$ cat src/rtl/mem_pkg.sv
// ============================================================================
// Module      : mem_pkg
// Description : Shared definitions for the MEM pipeline stage: access-size
//               encodings, FSM state type, lane helpers.
// Revision    : 1.0 - initial release
// ============================================================================
`default_nettype none

package mem_pkg;

  // Access-size encodings carried on size_i (2'b11 behaves as a word)
  localparam logic [1:0] SZ_BYTE = 2'b00;
  localparam logic [1:0] SZ_HALF = 2'b01;
  localparam logic [1:0] SZ_WORD = 2'b10;

  typedef enum logic [1:0] {
    ST_IDLE = 2'd0,
    ST_REQ  = 2'd1,
    ST_RESP = 2'd2
  } mem_state_t;

  // Byte enables for an access; half at offset 3 is truncated to the top lane
  function automatic logic [3:0] be_gen(input logic [1:0] size, input logic [1:0] off);
    logic [3:0] be;
    case (size)
      SZ_BYTE: be = 4'b0001 << off;
      SZ_HALF: be = 4'b0011 << off;
      default: be = 4'b1111;
    endcase
    return be;
  endfunction

  // Replicate store data across lanes so the enabled lanes carry the value
  function automatic logic [31:0] wdata_fmt(input logic [1:0] size, input logic [31:0] wd);
    logic [31:0] d;
    case (size)
      SZ_BYTE: d = {4{wd[7:0]}};
      SZ_HALF: d = {2{wd[15:0]}};
      default: d = wd;
    endcase
    return d;
  endfunction

  // Half needs addr[0] = 0, word needs addr[1:0] = 00
  function automatic logic is_misaligned(input logic [1:0] size, input logic [1:0] off);
    logic m;
    case (size)
      SZ_BYTE: m = 1'b0;
      SZ_HALF: m = off[0];
      default: m = (off != 2'b00);
    endcase
    return m;
  endfunction

endpackage

`default_nettype wire

$ cat src/rtl/mem_load_align.sv
// ============================================================================
// Module      : mem_load_align
// Description : Combinational load-data extraction: shift the addressed
//               lane down, then sign- or zero-extend to 32 bits.
// Revision    : 1.0 - initial release
// ============================================================================
`default_nettype none

module mem_load_align
  import mem_pkg::*;
(
  input  logic [31:0] rdata_i,
  input  logic [1:0]  offset_i,
  input  logic [1:0]  size_i,
  input  logic        unsigned_i,
  output logic [31:0] data_o
);

  logic [31:0] w_shifted;

  assign w_shifted = rdata_i >> {offset_i, 3'b000};

  // Select the access width and apply the requested extension
  always_comb begin
    data_o = w_shifted;
    case (size_i)
      SZ_BYTE: data_o = unsigned_i ? {24'd0, w_shifted[7:0]}
                                   : {{24{w_shifted[7]}}, w_shifted[7:0]};
      SZ_HALF: data_o = unsigned_i ? {16'd0, w_shifted[15:0]}
                                   : {{16{w_shifted[15]}}, w_shifted[15:0]};
      default: data_o = w_shifted;
    endcase
  end

endmodule

`default_nettype wire

$ cat src/rtl/mem_access_stage.sv
// ============================================================================
// Module      : mem_access_stage
// Description : Pipeline MEM stage. Performs data-memory loads/stores over a
//               req/ack handshake, stalls upstream while an access is in
//               flight and presents write-back fields to MEM/WB.
//               Optional macro MEM_ALIGN_CHECK_EN: misaligned half/word
//               accesses are suppressed and flagged on misalign_o.
// Revision    : 1.0 - initial release
// ============================================================================
`default_nettype none

module mem_access_stage
  import mem_pkg::*;
#(
  parameter int ADDR_W = 32
) (
  input  logic              clk_i,
  input  logic              rst_n_i,
  input  logic              valid_i,
  input  logic              MemRead_i,
  input  logic              MemWrite_i,
  input  logic              RegWrite_i,
  input  logic              Mem2Reg_i,
  input  logic [1:0]        size_i,
  input  logic              unsigned_i,
  input  logic [31:0]       ALU_data_i,
  input  logic [31:0]       WriteData_i,
  input  logic [4:0]        RDaddr_i,
  output logic              stall_o,
  output logic              RegWrite_o,
  output logic              Mem2Reg_o,
  output logic [31:0]       ReadData_o,
  output logic [31:0]       ALU_data_o,
  output logic [4:0]        RDaddr_o,
  output logic              misalign_o,
  output logic              dmem_req_o,
  output logic              dmem_we_o,
  output logic [ADDR_W-1:0] dmem_addr_o,
  output logic [3:0]        dmem_be_o,
  output logic [31:0]       dmem_wdata_o,
  input  logic              dmem_ack_i,
  input  logic [31:0]       dmem_rdata_i
);

  mem_state_t  r_state, w_state_nxt;

  logic        r_is_load, r_is_store, r_regwrite, r_mem2reg, r_unsigned, r_misalign;
  logic [1:0]  r_size;
  logic [31:0] r_alu, r_wdata, r_rdata;
  logic [4:0]  r_rd;

  logic        w_memop, w_misalign;
  logic [31:0] w_load_val;

  assign w_memop = valid_i & (MemRead_i | MemWrite_i);

`ifdef MEM_ALIGN_CHECK_EN
  assign w_misalign = is_misaligned(size_i, ALU_data_i[1:0]);
  assign misalign_o = r_misalign;
`else
  assign w_misalign = 1'b0;
  assign misalign_o = 1'b0;
`endif

  mem_load_align u_load_align (
    .rdata_i    (dmem_rdata_i),
    .offset_i   (r_alu[1:0]),
    .size_i     (r_size),
    .unsigned_i (r_unsigned),
    .data_o     (w_load_val)
  );

  // State register
  always_ff @(posedge clk_i or negedge rst_n_i) begin
    if (!rst_n_i) r_state <= ST_IDLE;
    else          r_state <= w_state_nxt;
  end

  // Next-state: misaligned accesses skip the request phase entirely
  always_comb begin
    w_state_nxt = r_state;
    case (r_state)
      ST_IDLE: if (w_memop) w_state_nxt = w_misalign ? ST_RESP : ST_REQ;
      ST_REQ:  if (dmem_ack_i) w_state_nxt = ST_RESP;
      ST_RESP: w_state_nxt = ST_IDLE;
      default: w_state_nxt = ST_IDLE;
    endcase
  end

  // Capture the access in IDLE and the load result on ack
  always_ff @(posedge clk_i or negedge rst_n_i) begin
    if (!rst_n_i) begin
      r_is_load  <= 1'b0;
      r_is_store <= 1'b0;
      r_regwrite <= 1'b0;
      r_mem2reg  <= 1'b0;
      r_unsigned <= 1'b0;
      r_misalign <= 1'b0;
      r_size     <= 2'b00;
      r_alu      <= 32'd0;
      r_wdata    <= 32'd0;
      r_rdata    <= 32'd0;
      r_rd       <= 5'd0;
    end else begin
      r_misalign <= (r_state == ST_IDLE) & w_memop & w_misalign;
      if ((r_state == ST_IDLE) && w_memop) begin
        r_is_load  <= MemRead_i;
        r_is_store <= MemWrite_i;
        r_regwrite <= RegWrite_i;
        r_mem2reg  <= Mem2Reg_i;
        r_unsigned <= unsigned_i;
        r_size     <= size_i;
        r_alu      <= ALU_data_i;
        r_wdata    <= wdata_fmt(size_i, WriteData_i);
        r_rd       <= RDaddr_i;
      end
      if ((r_state == ST_REQ) && dmem_ack_i) r_rdata <= w_load_val;
    end
  end

  // Memory port is driven only from latched state
  assign dmem_req_o   = (r_state == ST_REQ);
  assign dmem_we_o    = (r_state == ST_REQ) & r_is_store;
  assign dmem_addr_o  = {r_alu[ADDR_W-1:2], 2'b00};
  assign dmem_be_o    = be_gen(r_size, r_alu[1:0]);
  assign dmem_wdata_o = r_wdata;

  // Write-back outputs: pass-through, bubble while stalled, latched in RESP
  always_comb begin
    stall_o    = 1'b0;
    RegWrite_o = RegWrite_i;
    Mem2Reg_o  = Mem2Reg_i;
    ReadData_o = 32'd0;
    ALU_data_o = ALU_data_i;
    RDaddr_o   = RDaddr_i;
    case (r_state)
      ST_IDLE: begin
        if (w_memop) begin
          stall_o    = 1'b1;
          RegWrite_o = 1'b0;
          Mem2Reg_o  = 1'b0;
        end
      end
      ST_REQ: begin
        stall_o    = 1'b1;
        RegWrite_o = 1'b0;
        Mem2Reg_o  = 1'b0;
        ALU_data_o = r_alu;
        RDaddr_o   = r_rd;
      end
      ST_RESP: begin
        RegWrite_o = r_regwrite & ~r_misalign;
        Mem2Reg_o  = r_mem2reg & ~r_misalign;
        ReadData_o = (r_is_load & ~r_misalign) ? r_rdata : 32'd0;
        ALU_data_o = r_alu;
        RDaddr_o   = r_rd;
      end
      default: ;
    endcase
  end

endmodule

`default_nettype wire

$ cat config.mk
export PLATFORM = sky130hd
export DESIGN_NAME = mem_access_stage
export DESIGN_NICKNAME = d
export VERILOG_FILES = /design/src/rtl/mem_pkg.sv /design/src/rtl/mem_load_align.sv /design/src/rtl/mem_access_stage.sv
export SDC_FILE = /design/constraint.sdc
export NUM_CORES = 1
export LEC_CHECK = 0
export CAP_MARGIN = 10
export CORE_ASPECT_RATIO = 0.75
export CORE_MARGIN = 10
export CORE_UTILIZATION = 35
export DETAILED_ROUTE_END_ITERATION = 16
export PLACE_DENSITY_LB_ADDON = 0.12
export SLEW_MARGIN = 15
export SYNTH_ARGS = -nofsm -noshare
export SYNTH_HDL_FRONTEND = slang
export SYNTH_HIERARCHICAL = 1
export SYNTH_SLANG_ARGS = --single-unit
$ cat constraint.sdc
create_clock -name clk_i -period 2.9 [get_ports clk_i]
set_input_delay 0.58 -clock clk_i [delete_from_list [all_inputs] [get_ports clk_i]]
set_output_delay 0.58 -clock clk_i [all_outputs]
set_load 0.02 [all_outputs]
==> flow_results.xml <==
<?xml version="1.0" encoding="UTF-8"?>
<metrics>
  <group name="synthesis">
    <metric name="sequential_share_of_the_synthesized_area" unit="%">43.8</metric>
    <metric name="netlist_instances" unit="">544</metric>
    <metric name="post_synth.cell_area_avg" unit="um2">11.5</metric>
    <metric name="synthesis.yosys.warnings" unit="">6</metric>
    <metric name="area_of_the_mapped_netlist" unit="um2">6280</metric>
    <metric name="ys_top_cells_by_area" unit="">dfrtp_1 44%, mux2_2 21%, mux2i_1 6.4%</metric>
    <metric name="postSynthRegisterBits" unit="">110</metric>
    <metric name="synth.lib_cells_used.distinct" unit="">34</metric>
    <metric name="yosysTopAreaCell" unit="">dfrtp_1</metric>
    <metric name="yosys.area.top_type_share" unit="%">43.8</metric>
  </group>
  <group name="clock_tree">
    <metric name="ctsRootBufferMaster" unit="">clkbuf_16</metric>
    <metric name="post_cts.resized_instances" unit="">37</metric>
    <metric name="postCtsSetupRepairBufs" unit="">0</metric>
    <metric name="sink_count" unit="">110</metric>
    <metric name="numCtsBuffers" unit="">9</metric>
    <metric name="cts_hold_repair.buffers" unit="">0</metric>
    <metric name="cts_tree" unit="">done</metric>
    <metric name="worst_setup_hold_path_clk_slew" unit="ns">0.08</metric>
    <metric name="clock_tree.htree_level_count" unit="">3</metric>
    <metric name="cts_max_path_buffers" unit="">2</metric>
    <metric name="clock_insertion_delay_worst_skew" unit="ns">0.36</metric>
  </group>
  <group name="placed_design">
    <metric name="place.detailed.hpwl" unit="um">15400</metric>
    <metric name="gp_congestion" unit="">0.858</metric>
    <metric name="dp_worst_slack" unit="ns">0.101</metric>
    <metric name="dpl.cell_count" unit="">983</metric>
    <metric name="quantity_of_i_o_buffers_inserted_on_ports" unit="">251</metric>
  </group>
  <group name="min_path">
    <metric name="hold_path.class" unit="">in -&gt; async</metric>
  </group>
  <group name="cells_and_area">
    <metric name="antenna_cells" unit="">0</metric>
    <metric name="fin_cells" unit="">998</metric>
    <metric name="flow.area_growth_from_synthesis" unit="%">44.0</metric>
    <metric name="final_layout_size_suffix_gt1_share" unit="%">23.4</metric>
    <metric name="final_net_count" unit="">868</metric>
    <metric name="layout.core_utilization" unit="%">51.2</metric>
  </group>
  <group name="setup_path">
    <metric name="critPathRequiredTime" unit="ns">2.32</metric>
    <metric name="worstPathCellList" unit="">inv_1 -&gt; ha_1 -&gt; buf_4 -&gt; and3_1 -&gt; clkdlybuf4s50_1</metric>
    <metric name="crit_path_end_kind" unit="">output port</metric>
    <metric name="criticalPathCategory" unit="">reg -&gt; out</metric>
    <metric name="start_kind" unit="">flop</metric>
    <metric name="crit_path_max_fanout" unit="">32</metric>
    <metric name="crit_arrival" unit="ns">2.21</metric>
    <metric name="max_incr_delay_on_cp" unit="ns">0.64</metric>
    <metric name="crit_path_top_delay_cell" unit="">clkdlybuf4s50_1</metric>
  </group>
  <group name="global_routing">
    <metric name="grt_start_max_net_pins" unit="">96</metric>
    <metric name="globalRouteOverflowTotal" unit="">0</metric>
    <metric name="first_global_vias" unit="">5386</metric>
    <metric name="grt_antenna_before_repair" unit="">0</metric>
    <metric name="grt_first_pass_wirelength" unit="um">31600</metric>
    <metric name="grt_usage" unit="%">16.7</metric>
  </group>
  <group name="status">
    <metric name="run_status" unit="">finished clean</metric>
  </group>
  <group name="timing">
    <metric name="setup_total_negative_slack" unit="ns">0</metric>
    <metric name="timing_max_transition_violations_final" unit="">0</metric>
    <metric name="slew_headroom" unit="%">54.8</metric>
    <metric name="fin_worst_hold_slack" unit="ns">0.193</metric>
    <metric name="min_period_over_period" unit="%">96.1</metric>
    <metric name="post-route-worst-setup-slack" unit="ns">0.114</metric>
    <metric name="grt_setup_unrepaired" unit="">false</metric>
    <metric name="final_hold_violation_count" unit="">0</metric>
    <metric name="clock_period_minus_worst_slack" unit="ns">2.79</metric>
    <metric name="finalClockSkew" unit="ns">0.00651</metric>
    <metric name="max_clock_freq" unit="MHz">359</metric>
    <metric name="setup_violating_endpoint_count_in_the_final_report" unit="">0</metric>
    <metric name="worst_pin_slew" unit="ns">0.676</metric>
  </group>
  <group name="floorplanning">
    <metric name="ioPinCount" unit="">255</metric>
    <metric name="core" unit="um2">17700</metric>
    <metric name="initial_utilization" unit="%">35.6</metric>
    <metric name="dieHeight" unit="um">136</metric>
    <metric name="placement_rows" unit="">42</metric>
    <metric name="die_w" unit="um">175</metric>
    <metric name="dieArea" unit="um2">23800</metric>
  </group>
  <group name="drt">
    <metric name="post_route_antenna_net_violation_count" unit="">0</metric>
    <metric name="post_route_drc_violation_count" unit="">0</metric>
    <metric name="initialDrtViolationCount" unit="">230</metric>
    <metric name="detail_route.first_pass.iterations" unit="">4</metric>
    <metric name="average_wire_length_per_cell_after_detail_routing" unit="um">20.0</metric>
    <metric name="detail_route.wirelength" unit="um">20000</metric>
    <metric name="drt-vias-per-instance" unit="">4.88</metric>
    <metric name="vias" unit="">4867</metric>
  </group>
  <group name="power">
    <metric name="switching_power" unit="uW">4450</metric>
    <metric name="p_seq_share" unit="%">27.3</metric>
    <metric name="vdd.ir_drop.worst" unit="mV">0.998</metric>
    <metric name="swShare" unit="%">42.5</metric>
    <metric name="powerDensity" unit="nW/um2">1160</metric>
    <metric name="total_leakage_power" unit="uW">0.00396</metric>
    <metric name="comb_power_share" unit="%">61.5</metric>
    <metric name="p_clk_share" unit="%">11.2</metric>
    <metric name="intPower" unit="uW">6030</metric>
  </group>
  <group name="run">
    <metric name="drv_cap" unit="">0</metric>
  </group>
</metrics>
worst paths after layout:
check	start	endpoint	slack, ns	depth (start not counted)
max in group asynchronous	rst_n_i	r_rdata[25]	2.36	2
min reg2reg	dmem_wdata_o[23]	dmem_wdata_o[23]	0.48	2
max	r_state[0]	ReadData_o[15]	0.11	5
min in group clk_i	dmem_wdata_o[23]	dmem_wdata_o[23]	0.48	2
max reg2reg	r_alu[0]	r_rdata[16]	0.76	5
min	rst_n_i	dmem_wdata_o[5]	0.19	2
critical path: cells and delay by family (launching register included):
kind                       cells  cell delay, ns
buffers and inverters          3            1.03
DFF                            1            0.41
and+or+nand+nor                1            0.21
adders and majority gates      1            0.18
power groups by stage:
| stage | Clock [uW] | Sequential [uW] | Combinational, uW |
|---|---|---|---|
| global placement | 0 | 2830 | 6740 |
| CTS | 1220 | 2860 | 6560 |
| detailed placement | 0 | 2880 | 6800 |
| finish | 1180 | 2860 | 6450 |
| global route | 1270 | 2980 | 6930 |
| floorplan | 0 | 2950 | 4130 |
per-stage QoR:
stage | instance area [um2] | total power (uW)
floorplan | 6290 | 7080
global placement | 8810 | 9580
detailed placement | 8810 | 9680
CTS | 9040 | 10700
global route | 9040 | 11200
finish | 9040 | 10500
layout by cell type, fill, tap and decap left out, types with 2 or more instances in the layout:
| master | instances |
|---|---|
| and3_1 | 32 |
| mux2_2 | 116 |
| nor2b_1 | 11 |
| ha_1 | 3 |
| clkbuf_16 | 9 |
| nand2_1 | 31 |
| inv_6 | 2 |
| dfrtp_1 | 109 |
| dlygate4sd2_1 | 37 |
| o21bai_1 | 2 |
| mux2i_1 | 40 |
| a211oi_1 | 7 |
| nor2_1 | 5 |
| clkinvlp_4 | 2 |
| mux2_4 | 14 |
| buf_4 | 11 |
| nand2b_1 | 3 |
| nor2_4 | 2 |
| conb_1 | 3 |
| dlymetal6s2s_1 | 2 |
| clkdlybuf4s50_1 | 211 |
| o2bb2ai_1 | 8 |
| o22ai_1 | 9 |
| or2_2 | 9 |
| buf_12 | 4 |
| a21oi_1 | 26 |
| o21ai_0 | 30 |
| inv_1 | 5 |
cells by family after synthesis:
| family | Yosys count | share of synthesized area, % |
|---|---|---|
| multiplexers | 170 | 30.5 |
| flip-flops | 110 | 43.8 |
| AND/OR/NAND/NOR | 96 | 8.31 |
| AO/OA/AOI/OAI | 87 | 8.80 |
| buffers and inverters | 75 | 7.55 |
| adder cells (fa/ha/maj) | 4 | 0.797 |
| other | 1 | 0.0597 |
| XOR/XNOR | 1 | 0.139 |
synth_stat cells:
master	number
and3_1	32
nor2_2	1
a311oi_1	1
a21oi_1	26
a221oi_4	1
nand2_1	31
nand2b_1	3
o21ai_0	30
nor2_4	2
mux2_2	116
and2b_1	1
buf_6	5
mux2i_1	40
inv_1	5
clkbuf_1	10
mux2_4	14
o221ai_4	1
dfrtp_1	110
nor2b_1	11
ha_1	4
buf_2	19
o21ai_1	1
buf_1	1
xnor2_1	1
o2bb2ai_1	8
o22ai_1	9
o21bai_1	2
nor2_1	5
conb_1	1
and2_1	1
or2_2	9
buf_4	35
a211oi_1	7
o211ai_2	1
sequential cells by signal, indices dropped and copies added, names as in the netlist:
register / cells
r_rdata: 32
dmem_wdata_o: 32
r_rd: 5
r_size: 2
r_is_load: 1
r_unsigned: 1
r_regwrite: 1
r_state: 2
r_mem2reg: 1
r_alu: 32
r_is_store: 1
layer usage:
layer	vias up	GRT usage [%]	part of all wire (%)
met1	2367	21.3	44
met2	167	25.7	46
met4	0	3.43	1.0
li1	2320	-	-
met5	-	0	0
met3	13	7.57	9.1
layout make-up:
type                    count  area (um2)
multi-input cells         361        3070
clock inverters             6        46.3
flip-flops and latches    110        2750
repair buffers            265        2620
clock buffers               9         225
well taps                 242         303
fillers                  1610        8610
inverters                   5        18.8
Note: power is estimated with default switching activity, not from simulation.
